$ cat src/rtl/score_bcd_tracker.sv
// score_bcd_tracker
// Converts the live binary score to three packed BCD digits with an
// iterative shift-add-3 converter, and tracks the session high score
// captured on each rising edge of game_over.
//
// state | meaning
// IDLE  | converter inactive, watching for score / high-score requests
// CONV  | one shift/adjust iteration per cycle, SCORE_W cycles
// WRITE | commit the converted digits to bcd_score or bcd_high

module score_bcd_tracker #(
    parameter int SCORE_W = 9,
    parameter int DIGITS  = 3
) (
    input  logic                  clock,
    input  logic                  reset,
    input  logic [SCORE_W-1:0]    score,
    input  logic                  game_over,
    output logic [4*DIGITS-1:0]   bcd_score,
    output logic [4*DIGITS-1:0]   bcd_high,
    output logic                  busy,
    output logic                  new_high
);

    localparam int BW = 4 * DIGITS;
    localparam int IW = $clog2(SCORE_W + 1);

    // Saturation ceiling; at widths below 10 bits the input can never exceed 999.
    localparam logic [SCORE_W-1:0] MAX_VAL = (SCORE_W >= 10) ? SCORE_W'(999) : '1;

    typedef enum logic [1:0] {
        ST_IDLE  = 2'd0,
        ST_CONV  = 2'd1,
        ST_WRITE = 2'd2
    } state_t;

    localparam logic TAG_SCORE = 1'b0;
    localparam logic TAG_HIGH  = 1'b1;

    state_t              state_q, state_d;
    logic [SCORE_W-1:0]  bin_q, bin_d;
    logic [BW-1:0]       bcd_q, bcd_d;
    logic [IW-1:0]       iter_q, iter_d;
    logic                tag_q, tag_d;
    logic [SCORE_W-1:0]  last_score_q, last_score_d;
    logic [SCORE_W-1:0]  high_bin_q, high_bin_d;
    logic                high_req_q, high_req_d;
    logic                game_over_dly_q, game_over_dly_d;
    logic [BW-1:0]       bcd_score_q, bcd_score_d;
    logic [BW-1:0]       bcd_high_q, bcd_high_d;
    logic                busy_q, busy_d;
    logic                new_high_q, new_high_d;

    logic [BW-1:0]       bcd_adj;
    logic [SCORE_W-1:0]  score_clamped;
    logic                go_rise;

    assign score_clamped = (score > MAX_VAL) ? MAX_VAL : score;
    assign go_rise       = game_over & ~game_over_dly_q;

    // Add-3 correction on every digit that would overflow when doubled.
    always_comb begin
        bcd_adj = bcd_q;
        for (int d = 0; d < DIGITS; d++) begin
            if (bcd_q[4*d +: 4] >= 4'd5) begin
                bcd_adj[4*d +: 4] = bcd_q[4*d +: 4] + 4'd3;
            end
        end
    end

    // Next-state logic: converter FSM plus high-score capture on game_over edges.
    always_comb begin
        state_d         = state_q;
        bin_d           = bin_q;
        bcd_d           = bcd_q;
        iter_d          = iter_q;
        tag_d           = tag_q;
        last_score_d    = last_score_q;
        high_bin_d      = high_bin_q;
        high_req_d      = high_req_q;
        game_over_dly_d = game_over;
        bcd_score_d     = bcd_score_q;
        bcd_high_d      = bcd_high_q;
        new_high_d      = 1'b0;

        case (state_q)
            ST_IDLE: begin
                if (score != last_score_q) begin
                    bin_d        = score_clamped;
                    bcd_d        = '0;
                    iter_d       = '0;
                    last_score_d = score;
                    tag_d        = TAG_SCORE;
                    state_d      = ST_CONV;
                end else if (high_req_q) begin
                    bin_d      = high_bin_q;
                    bcd_d      = '0;
                    iter_d     = '0;
                    tag_d      = TAG_HIGH;
                    high_req_d = 1'b0;
                    state_d    = ST_CONV;
                end
            end
            ST_CONV: begin
                bcd_d  = {bcd_adj[BW-2:0], bin_q[SCORE_W-1]};
                bin_d  = {bin_q[SCORE_W-2:0], 1'b0};
                iter_d = iter_q + 1'b1;
                if (iter_q == IW'(SCORE_W - 1)) begin
                    state_d = ST_WRITE;
                end
            end
            ST_WRITE: begin
                if (tag_q == TAG_HIGH) begin
                    bcd_high_d = bcd_q;
                    new_high_d = 1'b1;
                end else begin
                    bcd_score_d = bcd_q;
                end
                state_d = ST_IDLE;
            end
            default: state_d = ST_IDLE;
        endcase

        // Evaluated after the FSM so an edge landing on the cycle the pending
        // request is consumed re-arms it rather than being lost.
        if (go_rise && (score > high_bin_q)) begin
            high_bin_d = (score > MAX_VAL) ? MAX_VAL : score;
            high_req_d = 1'b1;
        end

        busy_d = (state_d != ST_IDLE);
    end

    // State and output registers with synchronous reset.
    always_ff @(posedge clock) begin
        if (reset) begin
            state_q         <= ST_IDLE;
            bin_q           <= '0;
            bcd_q           <= '0;
            iter_q          <= '0;
            tag_q           <= TAG_SCORE;
            last_score_q    <= '0;
            high_bin_q      <= '0;
            high_req_q      <= 1'b0;
            game_over_dly_q <= 1'b0;
            bcd_score_q     <= '0;
            bcd_high_q      <= '0;
            busy_q          <= 1'b0;
            new_high_q      <= 1'b0;
        end else begin
            state_q         <= state_d;
            bin_q           <= bin_d;
            bcd_q           <= bcd_d;
            iter_q          <= iter_d;
            tag_q           <= tag_d;
            last_score_q    <= last_score_d;
            high_bin_q      <= high_bin_d;
            high_req_q      <= high_req_d;
            game_over_dly_q <= game_over_dly_d;
            bcd_score_q     <= bcd_score_d;
            bcd_high_q      <= bcd_high_d;
            busy_q          <= busy_d;
            new_high_q      <= new_high_d;
        end
    end

    assign bcd_score = bcd_score_q;
    assign bcd_high  = bcd_high_q;
    assign busy      = busy_q;
    assign new_high  = new_high_q;

endmodule
$ cat config.mk
export PLATFORM = sky130hd
export DESIGN_NAME = score_bcd_tracker
export DESIGN_NICKNAME = d
export VERILOG_FILES = /design/src/rtl/score_bcd_tracker.sv
export SDC_FILE = /design/constraint.sdc
export NUM_CORES = 1
export LEC_CHECK = 0
export ABC_AREA = 1
export CAP_MARGIN = 5
export CORE_MARGIN = 5
export CORE_UTILIZATION = 50
export CTS_BUF_LIST = sky130_fd_sc_hd__clkbuf_4
export DETAILED_ROUTE_END_ITERATION = 10
export PLACE_DENSITY = 0.72
export SLEW_MARGIN = 40
export SYNTH_ARGS = -nofsm -noshare
export SYNTH_HDL_FRONTEND = slang
export SYNTH_SLANG_ARGS = --single-unit
$ cat constraint.sdc
create_clock -name clock -period 1.8 [get_ports clock]
set_input_delay 0.27 -clock clock [delete_from_list [all_inputs] [get_ports clock]]
set_output_delay 0.27 -clock clock [all_outputs]
set_load 0.1 [all_outputs]
==> results of run 1 <==
-- path summary, 6_finish.rpt --
check                           slack (ps)  cells past startpoint              end
worst max-delay path                    90                      9    high_bin_q[1]
worst min-delay path                   230                      3  last_score_q[4]
worst max register to register          90                      9    high_bin_q[1]
worst min register to register         450                      2     bcd_score[7]
-- repair_timing --
item	4_1_cts	5_1_grt
endpoints found under the setup margin	0	10
gates resized for setup	0	18
setup buffers	0	3
-- stage by stage --
step	setup TNS [ps]	cell area [um^2]
final	0	4320
after global routing	-10.5	4320
after CTS	0	4250
after detailed placement	-11790	4130
after global placement	-10370	4130
after floorplan	0	3600
-- flip-flops by register name, indices dropped and copies added, names as in the netlist --
name,cells
tag_q,1
last_score_q,9
bcd_score,12
high_bin_q,9
state_q,2
busy,1
new_high,1
bcd_q,12
iter_q,4
high_req_q,1
game_over_dly_q,1
bcd_high,12
bin_q,9
-- critical path: stages --
cell and delay [ps]:
clkdlybuf4s50_1 510, inv_1 70, ha_1 280, nor3b_2 160, a211oi_2 210, buf_4 160
buf_2 150, nand3_1 90, a21oi_1 150
-- logic make-up after synthesis --
kind of cell	share of synthesized area (%)
xor gates and xnor gates	1.46
DFF	41.2
adders and majority gates	5.91
AOI/OAI and AO/OA	19.3
buffers and inverters	10.9
and+or+nand+nor	21.3
-- final cells by class --
cell class                      instances  share of cell area [%]
Clock inverter                          7                    1.04
Tap cell                               99                    2.87
Inverter                               71                    6.17
Timing Repair Buffer                   72                    13.2
Clock buffer                            9                    1.56
Sequential cell                        74                    34.5
Multi-Input combinational cell        322                    40.7
-- per-layer routing --
metal  vias to the layer above  GRT usage [%]
li1                       1704              -
met1                      1508           24.6
met2                        77           31.1
met3                        11           3.35
met4                         0           8.05
met5                         -              0
-- cells in the final DEF (no fill, tap or decap), types with 2 or more instances in the layout --
master,Yosys,final
buf_4,2,60
nor2_1,23,22
or2_2,3,3
clkinv_4,0,2
a21oi_1,70,68
o21ai_1,1,2
nand2_1,89,87
nor3_1,4,3
clkinv_2,0,3
dfxtp_1,74,68
ha_1,17,17
nor2_2,2,3
nand3_1,37,37
xnor2_1,6,6
o21ai_0,42,41
a21oi_2,9,11
a211oi_1,4,3
clkdlybuf4s50_1,0,10
a211oi_2,1,2
nand2_2,9,10
inv_2,4,4
inv_1,67,67
clkbuf_4,1,9
dfxtp_2,0,6
-- report_power, final --
| group | total, uW | switching [uW] | internal (uW) | leakage (uW) |
|---|---|---|---|---|
| sequential | 1740 | 40.2 | 1700 | 0.000606 |
| clock | 884 | 602 | 282 | 0.0000675 |
| combinational | 456 | 268 | 188 | 0.00114 |
==> flow_summary.yaml, run 1 <==
sta:
  finClkSkew_ps: 14.1
  slew_headroom_pct: 71.3
  fmax_mhz: 584
  worst_pin_slew_ps: 431
  finalSetupViolCount: 0
  drv_slew: 0
  setup_slack_ps: 88.3
  hold_violations: 0
  hold_ws_ps: 233
  fin_crit_sh_pct: 95.1
  fin_crit_ps: 1710
die:
  start_util_pct: 50.4
  placementRows: 31
  die_x_um: 94.8
  coreArea_mm2: 0.00714
  die-area_mm2: 0.00899
  die_y_um: 94.8
  ios: 38
synth:
  synthTopCellsByArea: "dfxtp_1 (41%), a21oi_1 (9.7%), nand2_1 (9.3%)"
  synth_seq_cells: 74
  synth.avg_cell_area_um2: 7.38
  synth_area_mm2: 0.00360
  synthArstFlopShare_pct: 0
  synth_top_area_cell: "dfxtp_1"
  synth_most_common_cell: "nand2_1"
  ys_types: 31
  yosys_most_used_dff: "dfxtp_1"
  netlist.area_leader.share_pct: 41.2
  yosys_warnings: 0
  synth_common_cells: "nand2_1 (89), dfxtp_1 (74), a21oi_1 (70)"
  synth_edf_count: 0
  syn_nets: 516
  post_synth_inst_count: 487
  ys_seq_area_share_pct: 41.2
final_layout:
  fin_cells: 654
  fillers: 681
  postLayoutCoreUtil_pct: 60.5
  layout.nets: 579
  multi_input_area_mm2: 0.00176
  drive_above_1_share_pct: 21.6
  seqCellArea_mm2: 0.00149
  antenna_cells: 0
  syn_to_final_growth_pct: 20.1
drt:
  wl_met2_mm: 3.86
  drc: 0
  drt_iter0_drc: 152
  routed.top_layer: "met4"
  wl_met3_um: 377
  routed_via_density: 5.05
  wirelength_mm: 8.12
  first_pass_iters: 4
  vias: 3300
  ant_nets: 0
  wl_per_cell_um: 12.4
  wl_met1_mm: 3.75
worst_hold_path:
  min_path_type: "in -> reg"
  hp-start: "score[4]"
placement:
  preCtsSetupSlack_ps: -349
  dp_hpwl_mm: 5.90
  dpl.cell_count: 634
  routabilityCongestion: 0.880
  io_buffers: 37
global_routing:
  gr-total-overflow: 0
  grt_max_degree: 35
  grt_pass1_wl_mm: 13.4
  antenna_found_initial: 0
  grt_usage_pct: 19.0
  grt_pass1_vias: 2940
power:
  p_leak_uw: 0.00181
  power_density_mw_per_mm2: 713
  finalPower_uw: 3080
  ir_drop_mv: 0.364
clock_tree:
  cts_tree: "yes"
  clk_pin_slew_ps: 120
  clock_sinks: 74
  cts_max_path_buffers: 2
  clock_latency_ps: 420
  clock_tree.root_cell: "clkbuf_4"
  cts.hold.buffers_added: 0
  htree_levels: 3
  cts_inserted_buffers: 9
worst_setup_path:
  arrival_ps: 2050
  crit_path_max_fanout: 4
  cp-start-kind: "input port"
  crit_required_ps: 2140
  crit_start: "score[0]"
  reg2reg_from: "high_bin_q[2]"
  worstSetupEndpointType: "flop"
  crit_type: "in -> reg"
flow_run:
  maxCapViolCount: 0
run_status:
  outcome: "finished clean"
Power figures use the tool's default switching activity.
==> run 2, diff against run 1 <==
CORE_MARGIN = 2   (was 5)
PLACE_DENSITY = 0.69   (was 0.72)
clock period = 2.1 ns   (was 1.8 ns; I/O delays follow)
==> run 2 against run 1 <==
Cell area down 0.75%. Largest cell class unchanged. Sequential power down 14%. Utilization increased by 1.9 points. Combinational power decreased by 21%. Critical path type is now reg -> reg.
==> flow_summary.yaml, run 2 (synthesized netlist as in run 1, its figures left out) <==
drt:
  vias: 3189
  drt_iter0_drc: 118
  first_pass_iters: 4
  wirelength_mm: 7.92
  drc: 0
  wl_per_cell_um: 12.4
  routed_via_density: 4.98
  ant_nets: 0
flow_run:
  maxCapViolCount: 0
global_routing:
  grt_max_degree: 35
  grt_usage_pct: 22.2
  antenna_found_initial: 0
  grt_pass1_vias: 2970
  grt_pass1_wl_mm: 13.5
  gr-total-overflow: 0
clock_tree:
  htree_levels: 3
  cts_resized: 0
  clock_tree.root_cell: "clkbuf_4"
  clock_sinks: 74
  clock_latency_ps: 420
  cts_inserted_buffers: 9
  cts.hold.buffers_added: 0
  cts_max_path_buffers: 2
  cts_tree: "yes"
  clk_pin_slew_ps: 120
  post-cts-setup-buffers: 0
final_layout:
  syn_to_final_growth_pct: 19.2
  layout.nets: 569
  layout_commonest_cell: "nand2_1"
  final_area_mm2: 0.00429
  antenna_cells: 0
  fin_cells: 641
  fillers: 639
  layout_common_cells: "nand2_1 (89), dfxtp_1 (74), a21oi_1 (70)"
  drive_above_1_share_pct: 17.8
worst_setup_path:
  rr_worst_depth: 9
  crit_type: "reg -> reg"
  path_cells: "inv_1, ha_1, a21oi_1, nor2_1, a211oi_1, nand2_1, nand2_2, nand2_1, a21oi_1"
  crit_path_max_fanout: 10
  worstSetupEndpointType: "flop"
  rr_endpoint: "high_bin_q[0]"
  critPathMaxStageDelay_ps: 380
  reg2reg_from: "high_bin_q[6]"
  critPathSlowestCell: "dfxtp_1"
  path_delay_family: "simple AND/OR/NAND/NOR gates"
  cp-start-kind: "flop"
  crit_required_ps: 2460
  crit_buf_inv: 1
  r2r_slack_ps: 330
  arrival_ps: 2120
sta:
  worst_pin_slew_ps: 440
  slew_headroom_pct: 70.7
  fmax_mhz: 566
  hold_violations: 0
  fin_crit_ps: 1770
  rsz0062_at_grt: "no"
  drv_slew: 0
  finClkSkew_ps: 13.9
  fin_crit_sh_pct: 84.1
  finalSetupViolCount: 0
die:
  coreArea_mm2: 0.00687
  die-area_mm2: 0.00789
  ios: 38
  start_util_pct: 52.3
  die_x_um: 88.8
  placementRows: 30
  die_y_um: 88.8
worst_hold_path:
  holdPathStages: 3
  hold_end: "game_over_dly_q"
  hp-start: "game_over"
  min_path_type: "in -> reg"
placement:
  dp_hpwl_mm: 5.54
  dpl.cell_count: 625
  dpl_cell_area_mm2: 0.00410
  routabilityCongestion: 0.875
  io_buffers: 37
power:
  ir_drop_mv: 0.362
  p_leak_uw: 0.00178
  finalPower_uw: 3000
  power_density_mw_per_mm2: 700
run_status:
  outcome: "finished clean"
==> run 2: changes by cell type in the layout (fill, tap and decap cells not counted), sizes merged <==
| cell | change |
|---|---|
| buf | -10 |
| bufinv | +3 |
| clkinv | -6 |
| dlymetal6s2s | -1 |
| clkbuf | +3 |
| clkdlybuf4s50 | +1 |
==> run 2: cell type report <==
cell class	count	area, um^2	area share (%)
clock buffers	12	90.1	2.10
multi-input cells	322	1720	40.2
flip-flops and latches	74	1480	34.6
clock inverters	4	98.8	2.31
well taps	96	120	2.80
repair buffers	62	505	11.8
inverters	71	267	6.22
==> run 2: tightest hold or removal path, cell delays in order <==
cell             delay [ps]
clkdlybuf4s50_1         390
inv_1                    80
nor2_1                   40
==> run 2: worst max-delay path by stage <==
stage / startpoint / slack (ps) / cells after the start / endpoint
floorplan: high_bin_q[8] / 400 / 8 / high_bin_q[0]
global placement: score[3] / -50 / 8 / high_bin_q[6]
detailed placement: score[2] / -80 / 10 / last_score_q[0]
CTS: high_bin_q[6] / 350 / 9 / high_bin_q[2]
global route: high_bin_q[6] / 180 / 9 / high_bin_q[2]
finish: high_bin_q[6] / 330 / 9 / high_bin_q[0]
==> run 2: routing by layer <==
metal / track usage, % / vias up / part of all wire (%)
li1: - / 1682 / -
met1: 28.7 / 1433 / 48
met2: 36.3 / 64 / 45
met3: 4.01 / 10 / 4.8
met4: 9.78 / 0 / 1.6
met5: 0 / - / 0
==> run 2: power breakdown <==
| part | total [uW] | internal [uW] | leakage, uW | switching, uW |
|---|---|---|---|---|
| combinational | 362 | 143 | 0.00107 | 218 |
| sequential | 1490 | 1450 | 0.000603 | 32.4 |
| clock | 1150 | 649 | 0.000102 | 504 |
==> run 2: metrics by stage <==
| step | hold slack, ps | TNS [ps] | worst slack (ps) | util, % |
|---|---|---|---|---|
| after global placement | 431 | -413 | -50.0 | 59.7 |
| after CTS | 421 | 0 | 350 | 62.4 |
| after global routing | 442 | 0 | 178 | 62.4 |
| after detailed placement | 436 | -727 | -76.7 | 59.7 |
| final | 435 | 0 | 335 | 62.4 |
| after floorplan | 443 | 0 | 398 | - |
==> run 3, diff against run 2 <==
PLACE_DENSITY = 0.72   (was 0.69)
clock period = 1.55 ns   (was 2.1 ns; I/O delays follow)
==> run 3 against run 2 <==
The run now ends with negative setup slack left. Power increased by 47%. Cell area is 25% higher. Die area did not move. Sequential cell count stayed put. Sequential power is 36% higher. Final cell count rose by 4.4%. Clock power grew 39%. Critical path depth up 2. Worst hold slack lost 160 ps. Worst setup slack worse by 520 ps. Highest routed layer unchanged.
==> flow_summary.yaml, run 3 (synthesized netlist as in run 1, its figures left out) <==
global_routing:
  gr-total-overflow: 0
  antenna_found_initial: 0
  grt_usage_pct: 24.5
  grt_pass1_vias: 3334
  grt_pass1_wl_mm: 14.9
  grt_max_degree: 26
drt:
  drt_iter0_drc: 150
  wirelength_mm: 10.3
  first_pass_iters: 4
  routed_via_density: 5.39
  wl_per_cell_um: 15.5
  ant_nets: 0
  vias: 3607
  drc: 0
worst_setup_path:
  path_cells: "inv_2, nand2_2, nand2_2, nor2_2, nand2_2, nor2_4, nand2_2, nand2_4, clkinvlp_4, o21ai_1, a21oi_1"
  cp-start-kind: "flop"
  reg2reg_from: "last_score_q[6]"
  critPathMaxStageDelay_ps: 370
  crit_path_max_fanout: 6
  worstSetupEndpointType: "flop"
  arrival_ps: 2060
  crit_start: "last_score_q[6]"
  crit_required_ps: 1880
  crit_buf_inv: 2
  path_delay_family: "simple AND/OR/NAND/NOR gates"
  critPathSlowestCell: "dfxtp_2"
  crit_type: "reg -> reg"
  crit_path_frequent_cell: "nand2_2"
sta:
  drv_slew: 0
  finalSetupViolCount: 47
  rsz0062_at_grt: "yes"
  fin_crit_ps: 1730
  setup_slack_ps: -182
  slew_headroom_pct: 74.2
  finClkSkew_ps: 18.0
  fmax_mhz: 577
  hold_violations: 0
  fin_crit_sh_pct: 112
  worst_pin_slew_ps: 387
  finalSetupTns_ps: -4340
die:
  die_x_um: 88.8
  die_y_um: 88.8
  placementRows: 30
  start_util_pct: 52.3
  die-area_mm2: 0.00789
  ios: 38
  coreArea_mm2: 0.00687
final_layout:
  multi_input_area_mm2: 0.00215
  seqCellArea_mm2: 0.00150
  fillers: 421
  drive_above_1_share_pct: 37.2
  antenna_cells: 0
  layout_common_cells: "nand2_1 (68), inv_1 (62), dfxtp_1 (62)"
  layout.nets: 597
  syn_to_final_growth_pct: 48.5
  layout_commonest_cell: "nand2_1"
clock_tree:
  clk_pin_slew_ps: 120
  cts_inserted_buffers: 9
  clock_tree.root_cell: "clkbuf_4"
  cts_max_path_buffers: 2
  cts_tree: "yes"
  cts.hold.buffers_added: 0
  clock_latency_ps: 440
  clock_sinks: 74
  htree_levels: 3
power:
  p_clk_share_pct: 36.2
  ir_drop_mv: 0.569
  p_sw_share_pct: 28.8
  combinationalPowerShare_pct: 18.0
  pwr-share-seq_pct: 45.8
  power_density_mw_per_mm2: 827
  netSwitchingPower_uw: 1270
  p_leak_uw: 0.00211
  p_int_uw: 3140
  finalPower_uw: 4410
placement:
  io_buffers: 37
  dp_hpwl_mm: 6.25
  routabilityCongestion: 0.857
run_status:
  outcome: "complete, but fails checks"
  violations: "negative setup slack"
worst_hold_path:
  hp-start: "score[2]"
  min_path_type: "in -> reg"
flow_run:
  maxCapViolCount: 0
[run 3: power groups by stage]
stage | registers [uW] | logic, uW | clock network [uW]
4_1_cts | 2010 | 620 | 1600
3_3_place_gp | 2050 | 533 | 0
2_1_floorplan | 2050 | 326 | 0
5_1_grt | 2030 | 854 | 1690
3_5_place_dp | 2050 | 550 | 0
6_report | 2020 | 796 | 1600
[run 3: worst min-delay path: stages]
cell and delay [ps]:
dlymetal6s2s_1 210, inv_1 140, a21oi_1 90
[run 3: worst paths after layout]
kind / slack, ps / end / cells after the start
worst max-delay path: -180 / last_score_q[2] / 11
worst min-delay path: 280 / last_score_q[2] / 3
worst max register to register: -180 / last_score_q[2] / 11
worst min register to register: 450 / bcd_q[0] / 2
[run 3: cell type report]
cell class	count	area share [%]
Timing Repair Buffer	87	20.6
Timing Repair inverter	1	0.141
Tap cell	96	2.25
Inverter	71	5.16
Clock buffer	9	1.27
Clock inverter	7	2.32
Sequential cell	74	28.0
Multi-Input combinational cell	324	40.3
[run 3: timing repair]
item / CTS / global route
buffers inserted: 1 / 6
setup endpoints to repair: 43 / 46
resized for setup: 39 / 83
pin swaps: 14 / 27
cloned: 1 / 4
[run 3: metal layers]
layer | share of wire [%] | GRT usage [%] | vias up
met5 | 0 | 0 | -
met4 | 3.7 | 14.9 | 0
met3 | 5.9 | 5.13 | 38
met2 | 50 | 41.1 | 157
met1 | 40 | 28.6 | 1665
li1 | - | - | 1747
[run 3: per-stage QoR]
stage	setup slack [ps]	util [%]	hold slack [ps]	std cells	instance area, um^2
final	-182	77.7	280	669	5340
after global placement	-586	67.1	457	642	4610
after detailed placement	-639	67.1	465	642	4610
after global routing	-267	77.7	268	669	5340
after CTS	-58.3	72.1	275	660	4950
after floorplan	-49.8	-	361	487	3630
